**src/rtl/vga_pkg.sv**
```systemverilog
// Shared types and constants for the VGA test-pattern engine.
//   mode_t    : pattern select as carried on the mode input
//   BAR_TABLE : on/off per channel {R,G,B} for each of the eight colour bars
//   CNT_W     : width of the pixel/line counters (matches the 10-bit x/y outputs)
package vga_pkg;

  typedef enum logic [1:0] {
    MODE_SOLID = 2'd0,
    MODE_BARS  = 2'd1,
    MODE_CHECK = 2'd2,
    MODE_RAMP  = 2'd3
  } mode_t;

  // Counters are 10 bits wide, so H_TOTAL and V_TOTAL must not exceed 1024.
  localparam int CNT_W = 10;

  // Index 0 is the leftmost bar: white, yellow, cyan, green, magenta, red, blue, black.
  localparam logic [7:0][2:0] BAR_TABLE = {
    3'b000,  // 7 black
    3'b001,  // 6 blue
    3'b100,  // 5 red
    3'b101,  // 4 magenta
    3'b010,  // 3 green
    3'b011,  // 2 cyan
    3'b110,  // 1 yellow
    3'b111   // 0 white
  };

endpackage

```
**src/rtl/vga_pattern_gen_if.sv**
```systemverilog
// Pin-level bundle of the VGA test-pattern engine.
//   mode, sw_red/green/blue   : control side -> engine (pattern select, solid colour)
//   r/g/b_port, h_sync, v_sync, DE, x_pixel, y_pixel, frame_start : engine -> connector
// There is no valid/ready handshake: the control inputs are level signals that the
// engine samples only on the first pixel tick of each frame, and every output is a
// free-running registered video signal that changes only on pixel ticks
// (frame_start excepted, which is a single-clk pulse).
interface vga_pattern_gen_if #(
  parameter int COLOR_W = 4
);
  logic [1:0]         mode;
  logic [COLOR_W-1:0] sw_red;
  logic [COLOR_W-1:0] sw_green;
  logic [COLOR_W-1:0] sw_blue;
  logic [COLOR_W-1:0] r_port;
  logic [COLOR_W-1:0] g_port;
  logic [COLOR_W-1:0] b_port;
  logic               h_sync;
  logic               v_sync;
  logic               DE;
  logic [9:0]         x_pixel;
  logic [9:0]         y_pixel;
  logic               frame_start;

  // Control side: selects the pattern and consumes the video signals.
  modport master (
    output mode, sw_red, sw_green, sw_blue,
    input  r_port, g_port, b_port, h_sync, v_sync, DE, x_pixel, y_pixel, frame_start
  );

  // Engine side.
  modport slave (
    input  mode, sw_red, sw_green, sw_blue,
    output r_port, g_port, b_port, h_sync, v_sync, DE, x_pixel, y_pixel, frame_start
  );
endinterface

```
**src/rtl/vga_timing_gen.sv**
```systemverilog
// Pixel-rate divider and raw raster decode.
//   clk, reset        : system clock, asynchronous active-high reset
//   tick_o            : one-clk pixel enable (every CLK_DIV clks)
//   h_cnt_o, v_cnt_o  : current column / line
//   visible_o         : (h,v) lies in the visible area
//   hsync_act_o, vsync_act_o : inside the sync pulse (polarity-free)
//   frame_start_o     : tick at (0,0)
// All decode outputs are combinational from the counters; the caller registers them.
module vga_timing_gen
  import vga_pkg::*;
#(
  parameter int CLK_DIV   = 4,
  parameter int H_VISIBLE = 640,
  parameter int H_FP      = 16,
  parameter int H_SYNC    = 96,
  parameter int H_BP      = 48,
  parameter int V_VISIBLE = 480,
  parameter int V_FP      = 10,
  parameter int V_SYNC    = 2,
  parameter int V_BP      = 33
) (
  input  logic             clk,
  input  logic             reset,
  output logic             tick_o,
  output logic [CNT_W-1:0] h_cnt_o,
  output logic [CNT_W-1:0] v_cnt_o,
  output logic             visible_o,
  output logic             hsync_act_o,
  output logic             vsync_act_o,
  output logic             frame_start_o
);

  localparam int H_TOTAL = H_VISIBLE + H_FP + H_SYNC + H_BP;
  localparam int V_TOTAL = V_VISIBLE + V_FP + V_SYNC + V_BP;
  // A one-wide counter that never leaves 0 gives a permanent tick for CLK_DIV=1.
  localparam int DIV_W = (CLK_DIV > 1) ? $clog2(CLK_DIV) : 1;

  localparam logic [DIV_W-1:0] DIV_LAST   = DIV_W'(CLK_DIV - 1);
  localparam logic [CNT_W-1:0] H_LAST     = CNT_W'(H_TOTAL - 1);
  localparam logic [CNT_W-1:0] V_LAST     = CNT_W'(V_TOTAL - 1);
  localparam logic [CNT_W-1:0] H_VIS      = CNT_W'(H_VISIBLE);
  localparam logic [CNT_W-1:0] V_VIS      = CNT_W'(V_VISIBLE);
  localparam logic [CNT_W-1:0] HS_START   = CNT_W'(H_VISIBLE + H_FP);
  localparam logic [CNT_W-1:0] HS_END     = CNT_W'(H_VISIBLE + H_FP + H_SYNC);
  localparam logic [CNT_W-1:0] VS_START   = CNT_W'(V_VISIBLE + V_FP);
  localparam logic [CNT_W-1:0] VS_END     = CNT_W'(V_VISIBLE + V_FP + V_SYNC);

  logic [DIV_W-1:0] div_q, div_d;
  logic [CNT_W-1:0] h_q, h_d;
  logic [CNT_W-1:0] v_q, v_d;
  logic             tick;

  assign tick = (div_q == DIV_LAST);

  always_comb begin
    div_d = tick ? '0 : div_q + 1'b1;
    h_d   = h_q;
    v_d   = v_q;
    if (tick) begin
      if (h_q == H_LAST) begin
        h_d = '0;
        v_d = (v_q == V_LAST) ? '0 : v_q + 1'b1;
      end else begin
        h_d = h_q + 1'b1;
      end
    end
  end

  always_ff @(posedge clk or posedge reset) begin
    if (reset) begin
      div_q <= '0;
      h_q   <= '0;
      v_q   <= '0;
    end else begin
      div_q <= div_d;
      h_q   <= h_d;
      v_q   <= v_d;
    end
  end

  assign tick_o        = tick;
  assign h_cnt_o       = h_q;
  assign v_cnt_o       = v_q;
  assign visible_o     = (h_q < H_VIS) && (v_q < V_VIS);
  assign hsync_act_o   = (h_q >= HS_START) && (h_q < HS_END);
  assign vsync_act_o   = (v_q >= VS_START) && (v_q < VS_END);
  assign frame_start_o = tick && (h_q == '0) && (v_q == '0);

endmodule

```
**src/rtl/vga_pattern_gen.sv**
```systemverilog
// VGA timing and test-pattern engine.
//   clk, reset : system clock, asynchronous active-high reset
//   vga        : slave side of vga_pattern_gen_if (mode/solid colour in, video out)
// Mode and solid colour are captured at each frame start, so a whole frame is always
// drawn with one setting. Every video output is registered on the pixel tick and
// therefore trails the raster counters by exactly one pixel.
module vga_pattern_gen
  import vga_pkg::*;
#(
  parameter int CLK_DIV   = 4,
  parameter int H_VISIBLE = 640,
  parameter int H_FP      = 16,
  parameter int H_SYNC    = 96,
  parameter int H_BP      = 48,
  parameter int V_VISIBLE = 480,
  parameter int V_FP      = 10,
  parameter int V_SYNC    = 2,
  parameter int V_BP      = 33,
  parameter bit SYNC_POL  = 1'b0,
  parameter int COLOR_W   = 4
) (
  input  logic              clk,
  input  logic              reset,
  vga_pattern_gen_if.slave  vga
);

  localparam int BAR_W = (H_VISIBLE >= 8) ? (H_VISIBLE / 8) : 1;
  localparam logic [CNT_W-1:0] BAR_W_C = CNT_W'(BAR_W);

  logic             tick;
  logic [CNT_W-1:0] h_cnt;
  logic [CNT_W-1:0] v_cnt;
  logic             visible;
  logic             hs_act;
  logic             vs_act;
  logic             fs_raw;

  vga_timing_gen #(
    .CLK_DIV  (CLK_DIV),
    .H_VISIBLE(H_VISIBLE),
    .H_FP     (H_FP),
    .H_SYNC   (H_SYNC),
    .H_BP     (H_BP),
    .V_VISIBLE(V_VISIBLE),
    .V_FP     (V_FP),
    .V_SYNC   (V_SYNC),
    .V_BP     (V_BP)
  ) u_timing (
    .clk          (clk),
    .reset        (reset),
    .tick_o       (tick),
    .h_cnt_o      (h_cnt),
    .v_cnt_o      (v_cnt),
    .visible_o    (visible),
    .hsync_act_o  (hs_act),
    .vsync_act_o  (vs_act),
    .frame_start_o(fs_raw)
  );

  mode_t              mode_q, mode_d;
  logic [COLOR_W-1:0] sw_r_q, sw_r_d;
  logic [COLOR_W-1:0] sw_g_q, sw_g_d;
  logic [COLOR_W-1:0] sw_b_q, sw_b_d;
  logic [COLOR_W-1:0] r_q, r_d;
  logic [COLOR_W-1:0] g_q, g_d;
  logic [COLOR_W-1:0] b_q, b_d;
  logic               hs_q, hs_d;
  logic               vs_q, vs_d;
  logic               de_q, de_d;
  logic [9:0]         x_q, x_d;
  logic [9:0]         y_q, y_d;
  logic               fs_q, fs_d;

  logic [CNT_W-1:0]   bar_quot;
  logic [2:0]         bar_idx;
  logic [2:0]         bar_rgb;
  logic [COLOR_W-1:0] ramp;
  logic               check_on;
  logic [COLOR_W-1:0] pix_r, pix_g, pix_b;

  always_comb begin
    mode_d = mode_q;
    sw_r_d = sw_r_q;
    sw_g_d = sw_g_q;
    sw_b_d = sw_b_q;
    // The pixel at (0,0) is drawn on the capture tick, so it already uses the
    // freshly sampled settings through the _d values below.
    if (fs_raw) begin
      mode_d = mode_t'(vga.mode);
      sw_r_d = vga.sw_red;
      sw_g_d = vga.sw_green;
      sw_b_d = vga.sw_blue;
    end

    bar_quot = h_cnt / BAR_W_C;
    // Saturation covers H_VISIBLE not divisible by 8 (leftover columns stay black).
    bar_idx  = (bar_quot > CNT_W'(7)) ? 3'd7 : bar_quot[2:0];
    bar_rgb  = BAR_TABLE[bar_idx];
    ramp     = COLOR_W'(h_cnt[9:6]);
    check_on = h_cnt[5] ^ v_cnt[5];

    pix_r = '0;
    pix_g = '0;
    pix_b = '0;
    unique case (mode_d)
      MODE_SOLID: begin
        pix_r = sw_r_d;
        pix_g = sw_g_d;
        pix_b = sw_b_d;
      end
      MODE_BARS: begin
        pix_r = {COLOR_W{bar_rgb[2]}};
        pix_g = {COLOR_W{bar_rgb[1]}};
        pix_b = {COLOR_W{bar_rgb[0]}};
      end
      MODE_CHECK: begin
        pix_r = {COLOR_W{check_on}};
        pix_g = {COLOR_W{check_on}};
        pix_b = {COLOR_W{check_on}};
      end
      MODE_RAMP: begin
        pix_r = ramp;
        pix_g = ramp;
        pix_b = ramp;
      end
      default: ;
    endcase

    r_d  = r_q;
    g_d  = g_q;
    b_d  = b_q;
    hs_d = hs_q;
    vs_d = vs_q;
    de_d = de_q;
    x_d  = x_q;
    y_d  = y_q;
    if (tick) begin
      r_d  = visible ? pix_r : '0;
      g_d  = visible ? pix_g : '0;
      b_d  = visible ? pix_b : '0;
      hs_d = hs_act ? SYNC_POL : ~SYNC_POL;
      vs_d = vs_act ? SYNC_POL : ~SYNC_POL;
      de_d = visible;
      x_d  = h_cnt;
      y_d  = v_cnt;
    end
    // Updated every clk so that it stays high for a single clk only.
    fs_d = fs_raw;
  end

  always_ff @(posedge clk or posedge reset) begin
    if (reset) begin
      mode_q <= MODE_SOLID;
      sw_r_q <= '0;
      sw_g_q <= '0;
      sw_b_q <= '0;
      r_q    <= '0;
      g_q    <= '0;
      b_q    <= '0;
      hs_q   <= ~SYNC_POL;
      vs_q   <= ~SYNC_POL;
      de_q   <= 1'b0;
      x_q    <= '0;
      y_q    <= '0;
      fs_q   <= 1'b0;
    end else begin
      mode_q <= mode_d;
      sw_r_q <= sw_r_d;
      sw_g_q <= sw_g_d;
      sw_b_q <= sw_b_d;
      r_q    <= r_d;
      g_q    <= g_d;
      b_q    <= b_d;
      hs_q   <= hs_d;
      vs_q   <= vs_d;
      de_q   <= de_d;
      x_q    <= x_d;
      y_q    <= y_d;
      fs_q   <= fs_d;
    end
  end

  assign vga.r_port      = r_q;
  assign vga.g_port      = g_q;
  assign vga.b_port      = b_q;
  assign vga.h_sync      = hs_q;
  assign vga.v_sync      = vs_q;
  assign vga.DE          = de_q;
  assign vga.x_pixel     = x_q;
  assign vga.y_pixel     = y_q;
  assign vga.frame_start = fs_q;

endmodule

```
**src/flat_wrapper.sv**
```systemverilog
// flat-port wrapper written by rule: the top's interface ports become plain ports
module vga_pattern_gen_flat import vga_pkg::*;
#(
  parameter int CLK_DIV   = 4,
  parameter int H_VISIBLE = 640,
  parameter int H_FP      = 16,
  parameter int H_SYNC    = 96,
  parameter int H_BP      = 48,
  parameter int V_VISIBLE = 480,
  parameter int V_FP      = 10,
  parameter int V_SYNC    = 2,
  parameter int V_BP      = 33,
  parameter bit SYNC_POL  = 1'b0,
  parameter int COLOR_W   = 4
)
  (clk, reset, vga_mode, vga_sw_red, vga_sw_green, vga_sw_blue, vga_r_port, vga_g_port, vga_b_port, vga_h_sync, vga_v_sync, vga_DE, vga_x_pixel, vga_y_pixel, vga_frame_start);
  vga_pattern_gen_if #(.COLOR_W(COLOR_W)) vga_i ();
  input  logic clk;
  input  logic reset;
  input wire logic [$bits(vga_i.mode)-1:0] vga_mode;
  input wire logic [$bits(vga_i.sw_red)-1:0] vga_sw_red;
  input wire logic [$bits(vga_i.sw_green)-1:0] vga_sw_green;
  input wire logic [$bits(vga_i.sw_blue)-1:0] vga_sw_blue;
  output wire logic [$bits(vga_i.r_port)-1:0] vga_r_port;
  output wire logic [$bits(vga_i.g_port)-1:0] vga_g_port;
  output wire logic [$bits(vga_i.b_port)-1:0] vga_b_port;
  output wire logic [$bits(vga_i.h_sync)-1:0] vga_h_sync;
  output wire logic [$bits(vga_i.v_sync)-1:0] vga_v_sync;
  output wire logic [$bits(vga_i.DE)-1:0] vga_DE;
  output wire logic [$bits(vga_i.x_pixel)-1:0] vga_x_pixel;
  output wire logic [$bits(vga_i.y_pixel)-1:0] vga_y_pixel;
  output wire logic [$bits(vga_i.frame_start)-1:0] vga_frame_start;
  assign vga_i.mode = vga_mode;
  assign vga_i.sw_red = vga_sw_red;
  assign vga_i.sw_green = vga_sw_green;
  assign vga_i.sw_blue = vga_sw_blue;
  assign vga_r_port = vga_i.r_port;
  assign vga_g_port = vga_i.g_port;
  assign vga_b_port = vga_i.b_port;
  assign vga_h_sync = vga_i.h_sync;
  assign vga_v_sync = vga_i.v_sync;
  assign vga_DE = vga_i.DE;
  assign vga_x_pixel = vga_i.x_pixel;
  assign vga_y_pixel = vga_i.y_pixel;
  assign vga_frame_start = vga_i.frame_start;
  vga_pattern_gen #(.CLK_DIV(CLK_DIV), .H_VISIBLE(H_VISIBLE), .H_FP(H_FP), .H_SYNC(H_SYNC), .H_BP(H_BP), .V_VISIBLE(V_VISIBLE), .V_FP(V_FP), .V_SYNC(V_SYNC), .V_BP(V_BP), .SYNC_POL(SYNC_POL), .COLOR_W(COLOR_W)) u_core (.clk(clk), .reset(reset), .vga(vga_i));
endmodule
```
**config.mk**
```make
export PLATFORM = sky130hd
export DESIGN_NAME = vga_pattern_gen_flat
export DESIGN_NICKNAME = d
export VERILOG_FILES = /design/src/rtl/vga_pkg.sv /design/src/rtl/vga_pattern_gen_if.sv /design/src/rtl/vga_timing_gen.sv /design/src/rtl/vga_pattern_gen.sv /design/src/flat_wrapper.sv
export SDC_FILE = /design/constraint.sdc
export NUM_CORES = 1
export LEC_CHECK = 0
export ABC_AREA = 1
export BUFFER_PORTS_ARGS = -buffer_cell sky130_fd_sc_hd__buf_2
export CAP_MARGIN = 20
export CORE_MARGIN = 3
export CORE_UTILIZATION = 40
export CTS_CLUSTER_DIAMETER = 80
export DETAILED_ROUTE_END_ITERATION = 10
export GPL_ROUTABILITY_DRIVEN = 0
export PLACE_DENSITY_LB_ADDON = 0.15
export SLEW_MARGIN = 20
export SYNTH_ARGS = -nofsm -noshare
export SYNTH_HDL_FRONTEND = slang
export SYNTH_SLANG_ARGS = --single-unit
```
**constraint.sdc**
```tcl
create_clock -name clk -period 2.3 [get_ports clk]
set_input_delay 0.23 -clock clk [delete_from_list [all_inputs] [get_ports clk]]
set_output_delay 0.23 -clock clk [all_outputs]
set_load 0.01 [all_outputs]
```
==> results_dict.tcl <==
set metrics [dict create \
    synth_area_um2 3570 \
    cellLeakagePower_nw 2.35 \
    start_util_pct 42.2 \
    fmaxAchievable_mhz 475 \
    worst_pin_slew_ns 0.687 \
    crit_path_max_fanout 8 \
    wirelength_um 8510 \
    cp.arrival_ns 2.35 \
    core_um2 8460 \
    min_period_ns 2.11 \
    critical_path.cell_chain "inv_1, ha_2, nand2_1, nor2_2, nand3_4, o21ai_4, inv_2, nor2_4, buf_12, nand2_1, nand3_1, nand2_1" \
    fillers 860 \
    grt_setup_unrepaired "false" \
    rr_worst_depth 12 \
    synthTopCellsByArea "dfrtp_1, nand2_1, inv_1" \
    drc 0 \
    antenna_found_initial 0 \
    synthArstFlopShare_pct 100 \
    synth_area_leader_cell "dfrtp_1" \
    clkSinkCount 72 \
    hp-class "in -> reg" \
    synth_edf_count 0 \
    io_buffers 51 \
    tns_ns 0 \
    fin_area_um2 4220 \
    synthCells 452 \
    multi_input_area_um2 1400 \
    rows 33 \
    fin_skew_ns 0.0144 \
    worst_path_most_repeated_cell "nand2_1" \
    crit_start "u_core.u_timing.v_cnt_o[0]" \
    dieHeight_um 101 \
    antennaDiodeCount 0 \
    powerDensity_nw_per_um2 621 \
    gr-total-overflow 0 \
    hold_violations 0 \
    ys_warn_count 0 \
    dp_slack_ns 0.102 \
    crit_end "u_core.vga.r_port[3]" \
    cpPeakStageDelay_ns 0.41 \
    fin_ws_ns 0.195 \
    cts-root-buf "clkbuf_8" \
    cts_tree "yes" \
    synth_top_cell_area_share_pct 49.0 \
    ant_nets 0 \
    synth_fp_nets 473 \
    clk_pin_slew_ns 0.08 \
    slew_headroom_pct 54.1 \
    cts_buffers 9 \
    synth_area_per_cell_um2 7.91 \
    dieWidth_um 101 \
    cts_buffer_depth 2 \
    track_usage_pct 18.1 \
    synth.distinct_cells 34 \
    dp_hpwl_um 6130 \
    nets 530 \
    wl_per_cell_um 13.8 \
    crit_path_top_delay_cell "dfrtp_1" \
    status "complete, no violations" \
    required_ns 2.54 \
    timing.rr.end "u_core.vga.r_port[3]" \
    irDropWorstVdd_uv 317 \
    viasPerCell 4.84 \
    synth_seq_cells 72 \
    firstDrtPassIters 7 \
    finalMaxSlewViolations 0 \
    maxCapViolCount 0 \
    grt_max_degree 45 \
    ff_latch_area_um2 1800 \
    hold_depth 3 \
    setup_viol_count_final 0 \
    cp-start-kind "flop" \
    htreeDepth 3 \
    area_growth_pct 17.9 \
    worstSkewPairLatency_ns 0.35 \
    drt_iter0_drc 149 \
    rrSetupSlack_ns 0.19 \
    vias 2996 \
    seq_area_frac_synth_pct 50.5 \
    fp.dieArea_um2 10100 \
    worstReg2RegStart "u_core.u_timing.v_cnt_o[0]" \
    endpoint_kind "flop" \
    synth_flop_cell "dfrtp_1" \
    grt_pass1_wl_um 14300 \
    grt_pass1_vias 2964 \
    ioPinCount 52 \
    dpl_cell_area_um2 3950 \
    drive_gt1_share_pct 19.8 \
    critical_path_class "reg -> reg" \
    finalCritPeriodShare_pct 91.5 \
]
where the power goes:
group | internal, W | leakage, nW | switching, W
combinational | 0.0000561 | 1.32 | 0.0000959
clock | 0.000669 | 0.119 | 0.000488
sequential | 0.00129 | 0.911 | 0.0000121
worst max-delay path, delay by kind of cell (launching register included):
kind	cells	cell delay, ns
simple gates	7	0.73
flops	1	0.41
buf+inv	3	0.37
compound gates	1	0.24
fa+ha+maj	1	0.23
timing repair:
action / CTS / global route
hold buffers: 1 / 0
resized for setup: 0 / 3
buffers inserted: 0 / 1
hold endpoints to repair: 11 / 0
setup endpoints to repair: 0 / 12
Yosys cell counts, types with 3 or more instances:
cell type and number:
xor2_1 8, buf_2 4, a21oi_1 7, nor3_1 7
inv_1 68, dfrtp_1 70, ha_1 5, nand4_1 9
nor3b_1 3, nor2_1 26, inv_2 6, clkbuf_1 8
nand2_1 149, nor2_2 4, nand3_1 20, o21ai_0 34
buf_6 3
cell type report:
type	instances	area share [%]
clock buffers	11	3.59
clock inverters	5	1.87
inverters	76	6.83
multi-input cells	288	33.1
flip-flops and latches	72	42.8
well taps	105	3.12
repair buffers	62	8.67
sequential cells by signal (all words and copies together) (netlist names), 4 cells and up:
| signal | cells |
|---|---|
| u_core.u_timing.h_cnt_o | 10 |
| u_core.u_timing.v_cnt_o | 10 |
| u_core.vga.x_pixel | 10 |
| u_core.vga.y_pixel | 10 |
| u_core.sw_b_q | 4 |
| u_core.sw_g_q | 4 |
| u_core.sw_r_q | 4 |
| u_core.vga.b_port | 4 |
| u_core.vga.g_port | 4 |
| u_core.vga.r_port | 4 |
worst min path at each step:
stage                                  to  slack (ns)                      from
6_report                 u_core.sw_g_q[2]        0.14           vga_sw_green[2]
5_1_grt                  u_core.sw_g_q[2]        0.15           vga_sw_green[2]
4_1_cts                  u_core.sw_g_q[0]        0.13           vga_sw_green[0]
3_5_place_dp   u_core.u_timing.h_cnt_o[7]        0.38                     reset
3_3_place_gp   u_core.u_timing.h_cnt_o[7]        0.38                     reset
2_1_floorplan    u_core.u_timing.div_q[0]        0.40  u_core.u_timing.div_q[0]
layout by cell type, fill, tap and decap left out, drive strengths merged, types with 2 or more instances in the layout:
cell type    n
nor4         2
dfstp        2
a21oi        7
nand4        9
nand2      151
o21ai       36
ha           5
inv         75
clkinv       4
dfrtp       70
xor2         8
nor2        33
buf         61
nand3       21
bufinv       2
nor3b        3
clkbuf      11
nor3         8
metal layers:
metal / GRT usage (%) / routed length [µm]
met3: 4.98 / 568
met1: 24.9 / 4090
met4: 6.63 / 144
met2: 27.5 / 3710
met5: 0 / 0
metrics by stage:
step | hold WS (ns) | util, % | cells | total power (W)
6_report | 0.143 | 49.8 | 619 | 0.00262
4_1_cts | 0.130 | 49.5 | 618 | 0.00265
3_5_place_dp | 0.379 | 46.7 | 601 | 0.00148
5_1_grt | 0.152 | 49.8 | 619 | 0.00273
3_3_place_gp | 0.384 | 46.7 | 601 | 0.00148
2_1_floorplan | 0.403 | - | 452 | 0.00142
cell families (layout without fill, tap and decap cells):
kind of cell / Yosys count / after routing / synth area share [%]
compound gates: 47 / 47 / 7.32
simple gates: 228 / 228 / 27.9
xor+xnor: 8 / 8 / 1.96
flops: 72 / 72 / 50.5
buf+inv: 92 / 154 / 10.6
fa+ha+maj: 5 / 5 / 1.75
(Power assumes the default switching activity.)
